<file path="src/rtl/prod_acc_pkg.sv">
// Shared types and defaults for the product accumulator stage.
// Imported by the accumulator top and its adder.
package prod_acc_pkg;

    typedef enum logic {
        ACCUM = 1'b0,
        HOLD  = 1'b1
    } state_e;

    localparam int PROD_W_DEF = 8;
    localparam int ACC_W_DEF  = 16;
    localparam int COUNT_DEF  = 4;

endpackage

</file>
<file path="src/rtl/acc_adder.sv">
// Ripple-carry accumulator adder; operand b is zero-extended to ACC_W.
// Carry out of the top bit feeds the sticky overflow flag.
module acc_adder
    import prod_acc_pkg::*;
#(
    parameter int ACC_W  = ACC_W_DEF,
    parameter int PROD_W = PROD_W_DEF
) (
    input  logic [ACC_W-1:0]  a,
    input  logic [PROD_W-1:0] b,
    output logic [ACC_W-1:0]  sum,
    output logic              carry
);

    logic [ACC_W-1:0] b_ext;
    logic [ACC_W:0]   c;

    assign b_ext = ACC_W'(b);
    assign c[0]  = 1'b0;

    for (genvar i = 0; i < ACC_W; i++) begin : g_bit
        assign sum[i]   = a[i] ^ b_ext[i] ^ c[i];
        assign c[i+1]   = (a[i] & b_ext[i]) | (c[i] & (a[i] ^ b_ext[i]));
    end

    assign carry = c[ACC_W];

endmodule

</file>
<file path="src/rtl/product_accumulator.sv">
// Sums COUNT consecutive multiplier products and presents the total
// on a valid/ready port; one result at a time, held until taken.
module product_accumulator
    import prod_acc_pkg::*;
#(
    parameter int PROD_W = PROD_W_DEF,
    parameter int ACC_W  = ACC_W_DEF,
    parameter int COUNT  = COUNT_DEF,
    parameter int CNT_W  = 4
) (
    input  logic              clk,
    input  logic              rst_n,
    input  logic              clr,
    input  logic              in_valid,
    output logic              in_ready,
    input  logic [PROD_W-1:0] in_p,
    output logic              out_valid,
    input  logic              out_ready,
    output logic [ACC_W-1:0]  out_sum,
    output logic              out_ovf,
    output logic              busy
);

    state_e           state;
    logic [ACC_W-1:0] acc;
    logic [ACC_W-1:0] sum;
    logic [CNT_W-1:0] cnt;
    logic             ovf;
    logic             carry;
    logic             accept;
    logic             last;

    acc_adder #(
        .ACC_W  (ACC_W),
        .PROD_W (PROD_W)
    ) u_adder (
        .a     (acc),
        .b     (in_p),
        .sum   (sum),
        .carry (carry)
    );

    // in_ready is a pure state decode: no path from in_valid
    assign in_ready = (state == ACCUM);
    assign accept   = in_valid & in_ready;
    assign last     = (cnt == CNT_W'(COUNT - 1));

    always_ff @(posedge clk) begin
        if (!rst_n) begin
            state     <= ACCUM;
            acc       <= '0;
            cnt       <= '0;
            ovf       <= 1'b0;
            busy      <= 1'b0;
            out_valid <= 1'b0;
            out_sum   <= '0;
            out_ovf   <= 1'b0;
        end else if (clr) begin
            state     <= ACCUM;
            acc       <= '0;
            cnt       <= '0;
            ovf       <= 1'b0;
            busy      <= 1'b0;
            out_valid <= 1'b0;
        end else begin
            unique case (1'b1)
                (state == ACCUM): begin
                    if (accept) begin
                        if (last) begin
                            out_sum   <= sum;
                            out_ovf   <= ovf | carry;
                            out_valid <= 1'b1;
                            acc       <= '0;
                            cnt       <= '0;
                            ovf       <= 1'b0;
                            busy      <= 1'b0;
                            state     <= HOLD;
                        end else begin
                            acc  <= sum;
                            ovf  <= ovf | carry;
                            cnt  <= cnt + CNT_W'(1);
                            busy <= 1'b1;
                        end
                    end
                end
                (state == HOLD): begin
                    if (out_ready) begin
                        out_valid <= 1'b0;
                        state     <= ACCUM;
                    end
                end
                default: state <= ACCUM;
            endcase
        end
    end

endmodule

</file>
<file path="config.mk">
export PLATFORM = sky130hd
export DESIGN_NAME = product_accumulator
export DESIGN_NICKNAME = d
export VERILOG_FILES = /design/src/rtl/prod_acc_pkg.sv /design/src/rtl/acc_adder.sv /design/src/rtl/product_accumulator.sv
export SDC_FILE = /design/constraint.sdc
export NUM_CORES = 1
export LEC_CHECK = 0
export CAP_MARGIN = 0
export CELL_PAD_IN_SITES_DETAIL_PLACEMENT = 0
export CELL_PAD_IN_SITES_GLOBAL_PLACEMENT = 1
export CORE_ASPECT_RATIO = 1.2
export CORE_UTILIZATION = 42
export DETAILED_ROUTE_END_ITERATION = 8
export GPL_ROUTABILITY_DRIVEN = 0
export PLACE_DENSITY = 0.94
export SETUP_SLACK_MARGIN = 0.02
export SYNTH_ARGS = -nofsm -noshare
export SYNTH_HDL_FRONTEND = slang
export SYNTH_SLANG_ARGS = --single-unit
</file>
<file path="constraint.sdc">
create_clock -name clk -period 12.9 [get_ports clk]
set_input_delay 3.87 -clock clk [delete_from_list [all_inputs] [get_ports clk]]
set_output_delay 3.87 -clock clk [all_outputs]
set_load 0.01 [all_outputs]
</file>
**Word level (Yosys, flattened, before mapping)**

Index checks and enable logic that the tools add are counted.

- Register bits: 41
- Bits in latches: 0
- RAM bits: 0
- ROM bits: 0
- Input port bits: 13
- Output and inout port bits: 20
- Logic and storage cells: 87
- Memories kept: 0

- Add/sub/neg operators: 1
- Multiply operators: 0
- Divide/modulo/power cells: 0
- $lt $le $gt $ge: 0
- Equality and inequality tests: 4
- Shift-type cells: 0
- Multiplexer cells: 12
- Bitwise operators: 58
- Reduce and logical (&&, ||, !) cells: 4

Operators with widths:

| kind | number |
|---|---|
| 1-bit AND | 24 |
| 1-bit bitwise XOR | 23 |
| 16-bit two-way mux | 1 |
| 1-bit two-way mux | 8 |
| 1-bit OR | 8 |
| 4-bit by 1-bit adder with 4-bit output, second input constant | 1 |
| 4-bit by 2-bit == test with 1-bit output, second input constant | 1 |
| 4-bit two-way mux | 1 |
| 2-bit by 1-bit inequality test with 1-bit output, second input constant | 2 |
| 1-bit case mux with 2 select lines | 2 |
| 4-bit AND reduction | 1 |
| 1-bit NOT | 3 |
| 3-bit AND reduction | 1 |
| 2-bit inequality test, second input constant | 1 |
| 2-bit AND reduction | 1 |
| 2-bit OR reduction | 1 |

**Longest topological paths before layout**

Gate-level depths: netlist of the first run.

- Depth after elaboration: 25
- Depth in mapped cells: 20
- Mapped depth without buffers: 20

**By module**

A second synthesis of the first run with hierarchy kept.

- Cell total of the unflattened synthesis: 208
- Area, all modules: 1,874.3 µm²

Modules (own cells, without submodules):

| module | times used | cells each | area an instance (µm²) | sequential area each (µm²) |
|---|---|---|---|---|
| product_accumulator | 1 | 187 | 1,602.8 | 820.8 |
| acc_adder | 1 | 21 | 271.5 | 0.0 |

**Least setup slack after synthesis of the first run**

OpenSTA, ideal clock, no wires.

- Kind: in2reg
- From: input port in_p[0]
- To: register out_ovf
- Library setup time: 123 ps
- Arrival time: 7,501 ps
- Data required time: 12,777 ps
- Slack: 5,276 ps
- Stages on the path: 20
- Buffers on the path: 0
- Cells stage by stage: ha_1 fa_1 fa_1 inv_1 fa_1 fa_1 fa_1 fa_1 inv_1 fa_1 ha_1 ha_1 ha_1 ha_1 ha_1 ha_1 ha_1 ha_1 o21ai_0 mux2i_1

- Longest elaborated chain between the ends: 24

RTL lines:

| element | line | source |
|---|---|---|
| from (decl) | product_accumulator.sv:16 | `input logic [PROD_W-1:0] in_p,` |
| 1-bit AND (2 in a row) | acc_adder.sv:23 | `assign c[i+1] = (a[i] & b_ext[i]) \| (c[i] & (a[i] ^ b_ext[i]));` |
| 1-bit OR | acc_adder.sv:23 |  |
| 1-bit AND | acc_adder.sv:23 |  |
| 1-bit OR | acc_adder.sv:23 |  |
| 1-bit AND | acc_adder.sv:23 |  |
| 1-bit OR | acc_adder.sv:23 |  |
| 1-bit AND | acc_adder.sv:23 |  |
| 1-bit OR | acc_adder.sv:23 |  |
| 1-bit AND | acc_adder.sv:23 |  |
| 1-bit OR | acc_adder.sv:23 |  |
| 1-bit AND | acc_adder.sv:23 |  |
| 1-bit OR | acc_adder.sv:23 |  |
| 1-bit AND | acc_adder.sv:23 |  |
| 1-bit OR | acc_adder.sv:23 |  |
| 1-bit AND (8 in a row) | acc_adder.sv:23 |  |
| 1-bit OR | product_accumulator.sv:71 | `out_ovf <= ovf \| carry;` |
| to (signal assigned) | product_accumulator.sv:71 |  |
| to (decl) | product_accumulator.sv:20 | `output logic out_ovf,` |

Every way passes these cells.
A chain may end at the register's enable or synchronous reset.

**Worst setup path in the final report of the first run**

- From: input port in_p[0]
- To: register acc[15]

- Longest elaborated chain between the ends: 24

RTL lines:

| element | line | source |
|---|---|---|
| 1-bit AND (2 in a row) | acc_adder.sv:23 |  |
| 1-bit OR | acc_adder.sv:23 |  |
| 1-bit AND | acc_adder.sv:23 |  |
| 1-bit OR | acc_adder.sv:23 |  |
| 1-bit AND | acc_adder.sv:23 |  |
| 1-bit OR | acc_adder.sv:23 |  |
| 1-bit AND | acc_adder.sv:23 |  |
| 1-bit OR | acc_adder.sv:23 |  |
| (+2 left out) | - |  |
| 1-bit AND | acc_adder.sv:23 |  |
| 1-bit OR | acc_adder.sv:23 |  |
| 1-bit AND | acc_adder.sv:23 |  |
| 1-bit OR | acc_adder.sv:23 |  |
| 1-bit AND (7 in a row) | acc_adder.sv:23 |  |
| 1-bit bitwise XOR | acc_adder.sv:22 | `assign sum[i] = a[i] ^ b_ext[i] ^ c[i];` |
| named net sum[15] | product_accumulator.sv:26 | `logic [ACC_W-1:0] sum;` |
| 16-bit two-way mux | product_accumulator.sv:69 | `if (last) begin` |
| to (signal assigned) | product_accumulator.sv:79 | `acc <= sum;` |
| to (decl) | product_accumulator.sv:25 | `logic [ACC_W-1:0] acc;` |

The timed path passes the listed nets, and every way through them passes these cells.

==> results of run 1 <==
cell families after synthesis:
| kind of cell | after synthesis | synth area share, % |
|---|---|---|
| AND/OR/NAND/NOR | 81 | 18.4 |
| flip-flops | 41 | 43.3 |
| AO/OA/AOI/OAI | 25 | 8.38 |
| buffers and inverters | 23 | 6.53 |
| multiplexers | 17 | 8.98 |
| adder cells (fa/ha/maj) | 17 | 14.0 |
| XOR/XNOR | 1 | 0.462 |
worst register-to-register path, cell delays in order, from the launching register on:
cell,delay (ps)
dfxtp_1,320
ha_1,180
fa_1,380
fa_1,380
inv_1,80
fa_1,170
fa_1,180
fa_1,190
fa_1,180
inv_1,60
fa_1,360
ha_1,190
ha_1,170
ha_1,180
ha_1,180
ha_1,180
ha_1,180
ha_1,180
ha_1,290
nand2_1,50
a21oi_1,150
metrics by stage:
stage	worst slack (ps)	std cells	hold slack (ps)	utilization (%)
4_1_cts	4910	291	463	54.6
2_1_floorplan	5280	205	432	-
5_1_grt	4670	291	482	54.6
3_3_place_gp	4700	283	441	51.9
6_report	4920	291	458	54.6
3_5_place_dp	4590	283	448	51.9
state kept, by name (all words and copies together) (netlist names):
| signal | count |
|---|---|
| ovf | 1 |
| out_valid | 1 |
| out_ovf | 1 |
| busy | 1 |
| out_sum | 16 |
| cnt | 4 |
| state | 1 |
| acc | 16 |
area by class of cell:
class | count | share of cell area, %
Sequential cell | 41 | 35.0
Inverter | 11 | 1.76
Clock inverter | 1 | 1.28
Timing Repair Buffer | 34 | 14.3
Multi-Input combinational cell | 141 | 41.0
Clock buffer | 7 | 3.68
Tap cell | 56 | 2.99
placed cells by master, fill, tap and decap left out, drive strengths merged, types with 2 or more instances in the layout:
cell type,count
nand2,58
dfxtp,41
nand2b,6
clkbuf,7
fa,7
buf,2
a21oi,18
nor2,9
mux2i,17
inv,11
a211oi,4
o21ai,2
ha,10
nand3,2
clkdlybuf4s50,32
layer usage:
metal  share of wire [%]  track usage (%)
met5                   0                0
met3                 2.9             3.59
met1                  46             18.8
met4                 2.2             7.58
met2                  49             28.5
power by group:
group          switching, uW  internal (uW)
Clock                   43.3           63.1
Combinational           11.9           9.60
Sequential             0.978            128
Total                   56.2            201
worst min-delay path by stage:
stage / slack, ps / startpoint / cells after the start / end
detailed placement: 450 / out_sum[0] / 2 / out_sum[0]
CTS: 460 / out_sum[0] / 2 / out_sum[0]
floorplan: 430 / ovf / 2 / ovf
global route: 480 / out_sum[0] / 2 / out_sum[0]
global placement: 440 / out_sum[13] / 2 / out_sum[13]
finish: 460 / out_sum[14] / 2 / out_sum[14]
==> flow_metrics.tcl, run 1 <==
set metrics [dict create \
    setup_viol 0 \
    r2r_slack_ps 8610 \
    numCtsBuffers 5 \
    cts_max_path_buffers 2 \
    synth.top_cell.area_share_pct 43.3 \
    chipHeight_um 75.6 \
    status "completed" \
    start_kind "primary input" \
    diodes 0 \
    grt_pass1_wl_mm 5.84 \
    ys_seq_area_share_pct 43.3 \
    post_cts_buffers 0 \
    ff_latch_area_sq_um 821 \
    critPathMaxFanout 2 \
    drt_iter0_drc 90 \
    clock_sinks 41 \
    grt_max_degree 36 \
    crit_path_max_incr_delay_ps 400 \
    ys_warn_count 0 \
    place_hpwl_mm 2.38 \
    crit_path_frequent_cell "ha_1" \
    cts_tree "done" \
    worst_pin_slew_ps 1100 \
    post_drt_wl_per_cell_um 11.8 \
    synth-edff-count 0 \
    drive_gt1_share_pct 6.38 \
    slew-limit-headroom_pct 26.4 \
    r2r_cells 20 \
    vias 1402 \
    timing.rr.end "acc[15]" \
    clock-root-buffer "clkbuf_8" \
    syn_avg_cell_area_sq_um 9.25 \
    numPortBuffers 32 \
    rsz0062_at_grt "false" \
    max-vdd-ir-drop_mv 0.0532 \
    antenna_found_initial 0 \
    reg2reg_from "acc[0]" \
    path_cells "clkdlybuf4s50_1, ha_1, fa_1, fa_1, inv_1, fa_1, fa_1, fa_1, fa_1, inv_1, fa_1, ha_1, ha_1, ha_1, ha_1, ha_1, ha_1, ha_1, ha_1, nand2_1, a21oi_1" \
    core_area_sq_um 4290 \
    hold_class "reg -> reg" \
    finalHoldViolCount 0 \
    crit_family "adder cells" \
    cp.arrival_ps 8200 \
    crit_required_ps 13120 \
    via_per_inst 4.82 \
    clk_pin_slew_worst_paths_ps 70 \
    rows 26 \
    syn-cell-area_sq_um 1900 \
    crit_end "acc[15]" \
    post-route-period-util_pct 61.9 \
    placed_cell_area_sq_um 2230 \
    ys_types 24 \
    num-nets-final 264 \
    yosys_register_bits 41 \
    multiInputGateArea_sq_um 962 \
    critPathKind "in -> reg" \
    post_cts_resize_count 0 \
    async_reset_ff_share_pct 0 \
    crit_cells 21 \
    detail-route-antenna-nets 0 \
    fin_area_sq_um 2350 \
    synth_ff_type "dfxtp_1" \
    max_freq_ghz 0.125 \
    h-tree-depth 2 \
    dr.pass1.iters 4 \
    cp-startpoint "in_p[0]" \
    ys_top_cells_by_count "nand2_1, dfxtp_1, a21oi_1" \
    syn_nets 235 \
    route.detailed.drc 0 \
    cts_hold_buffers 0 \
    grt_overflow 0 \
    die_x_um 63.3 \
    first_global_vias 1360 \
    p_total_uw 257 \
    syn_to_final_growth_pct 23.8 \
    crit_path_top_delay_cell "clkdlybuf4s50_1" \
    ys_top_cells_by_area "dfxtp_1, nand2_1, mux2i_1" \
    fin_setup_tns_ps 0 \
    clk_latency_ps 290 \
    slew_viol_final 0 \
    die_area_sq_um 4790 \
    path_buf_inv 3 \
    ioPinCount 33 \
    synth_area_leader_cell "dfxtp_1" \
    fin_worst_skew_ps 3.17 \
    yosysMostFrequentCell "nand2_1" \
    powerDensity_nw_per_um2 109 \
    grt_usage_pct 16.1 \
    syn_inst 205 \
    wl_mm 3.43 \
    start_util_pct 44.1 \
    critPathCaptureType "register" \
    num-fill-cells 412 \
    finalCriticalPeriod_ps 7980 \
    drv_cap 0 \
    leakage_uw 0.000852 \
]
Power figures use the tool's default switching activity.
==> run 2: changes to the inputs <==
--- a/config.mk
+++ b/config.mk
@@ -9,10 +9,10 @@
 export CELL_PAD_IN_SITES_DETAIL_PLACEMENT = 0
 export CELL_PAD_IN_SITES_GLOBAL_PLACEMENT = 1
 export CORE_ASPECT_RATIO = 1.2
-export CORE_UTILIZATION = 42
+export CORE_UTILIZATION = 39
 export DETAILED_ROUTE_END_ITERATION = 8
 export GPL_ROUTABILITY_DRIVEN = 0
-export PLACE_DENSITY = 0.94
+export PLACE_DENSITY = 0.89
 export SETUP_SLACK_MARGIN = 0.02
 export SYNTH_ARGS = -nofsm -noshare
 export SYNTH_HDL_FRONTEND = slang
==> constraint.sdc (replaced) <==
create_clock -name clk -period 8.1 [get_ports clk]
set_input_delay 2.43 -clock clk [delete_from_list [all_inputs] [get_ports clk]]
set_output_delay 2.43 -clock clk [all_outputs]
set_load 0.01 [all_outputs]
==> flow_metrics.tcl, run 2 (synthesized netlist as in run 1, its figures left out) <==
set metrics [dict create \
    finalCriticalPeriod_ps 6490 \
    placed_cells 285 \
    cts_max_path_buffers 2 \
    clock-root-buffer "clkbuf_8" \
    start_kind "primary input" \
    rows 27 \
    grt_pass1_wl_mm 6.14 \
    numPortBuffers 32 \
    min_path_cells 2 \
    clk_latency_ps 290 \
    die_area_sq_um 5140 \
    max-vdd-ir-drop_mv 0.0931 \
    slew_viol_final 0 \
    chipHeight_um 78.4 \
    wl_mm 3.42 \
    grt_max_degree 36 \
    max_freq_ghz 0.154 \
    fin_worst_skew_ps 2.37 \
    stdcell_count 293 \
    worst_pin_slew_ps 1120 \
    dr.pass1.iters 4 \
    critPathMaxFanout 2 \
    first_global_vias 1357 \
    diodes 0 \
    finalHoldViolCount 0 \
    r2r_cells 20 \
    hold_start "out_sum[1]" \
    hold_end "out_sum[1]" \
    place_hpwl_mm 2.39 \
    numCtsBuffers 5 \
    route.detailed.drc 0 \
    h-tree-depth 2 \
    via_per_inst 4.77 \
    reg2reg_from "acc[0]" \
    rsz0062_at_grt "false" \
    critPathKind "in -> reg" \
    num-nets-final 264 \
    drv_cap 0 \
    fin_setup_tns_ps 0 \
    detail-route-antenna-nets 0 \
    status "completed" \
    r2r_slack_ps 3870 \
    reg_top3 "acc (16), out_sum (16), cnt (4)" \
    clock_sinks 41 \
    timing.rr.end "acc[15]" \
    setup_viol 0 \
    crit_required_ps 8240 \
    start_util_pct 41.0 \
    cts_tree "done" \
    final_cell_mix "nand2_1, dfxtp_1, clkdlybuf4s50_1" \
    drive_gt1_share_pct 5.53 \
    vias 1397 \
    post_drt_wl_per_cell_um 11.7 \
    cp.arrival_ps 6640 \
    fin_ws_ps 1610 \
    antenna_found_initial 0 \
    slew-limit-headroom_pct 25.0 \
    clk_pin_slew_worst_paths_ps 70 \
    grt_overflow 0 \
    grt_usage_pct 16.2 \
    final_common_cell "nand2_1" \
    ioPinCount 33 \
    post_cts_resize_count 0 \
    dpl_worst_slack_ps 1270 \
    core_area_sq_um 4630 \
    syn_to_final_growth_pct 22.0 \
    cts_hold_buffers 0 \
    die_x_um 65.6 \
    post_cts_buffers 0 \
    powerDensity_nw_per_um2 159 \
    drt_iter0_drc 83 \
    critPathCaptureType "register" \
    leakage_uw 0.000833 \
    hold_class "reg -> reg" \
    post-route-period-util_pct 80.2 \
]
## run 2: cell count changes in the layout (fill, tap and decap cells not counted), sizes merged
cell | before | now
bufinv | 1 | 0
clkbuf | 7 | 8
## run 2: worst max-delay path, cell delays in order
cell and delay [ps]:
clkdlybuf4s50_1 410, ha_1 210, fa_1 380, fa_1 360, inv_1 70, fa_1 170
fa_1 180, fa_1 170, fa_1 170, inv_1 50, fa_1 350, ha_1 190
ha_1 180, ha_1 180, ha_1 180, ha_1 180, ha_1 180, ha_1 180
ha_1 290, nand2_1 70, a21oi_1 60
## run 2: final cells by class
class	instances	area, sq um
clock buffers	8	80.1
fillers	465	2320
flip-flops and latches	41	821
multi-input cells	141	962
well taps	58	72.6
repair buffers	34	335
inverters	11	41.3
## run 2: metal layers
layer	up-vias	track usage, %	routed length, um
met1	648	19.1	1540
met2	21	26.5	1700
met5	-	0	0
met3	6	4.80	117
met4	0	7.17	65
li1	722	-	-
## run 2: worst max path at each step
| stage | start | to | slack, ps | cells after the start |
|---|---|---|---|---|
| 2_1_floorplan | in_p[0] | out_ovf | 1920 | 20 |
| 3_3_place_gp | in_p[0] | acc[15] | 1340 | 21 |
| 3_5_place_dp | in_p[0] | acc[15] | 1270 | 21 |
| 4_1_cts | in_p[0] | acc[15] | 1590 | 21 |
| 5_1_grt | in_p[0] | acc[15] | 1330 | 21 |
| 6_report | in_p[0] | acc[15] | 1610 | 21 |
## run 2: power by group
part	internal [uW]	leakage (uW)	total [uW]	switching, uW
Clock	61.2	0.0000395	128	66.4
Sequential	204	0.000331	206	1.59
Combinational	15.3	0.000462	34.2	18.9
Total	280	0.000833	367	86.9
## run 2: metrics by stage
step	cell area, sq um	power (uW)	hold WS [ps]	util (%)
floorplan	1900	233	432	-
global placement	2230	244	442	48.2
detailed placement	2230	245	446	48.2
CTS	2310	374	459	50.0
global route	2310	389	476	50.0
finish	2310	367	455	50.0
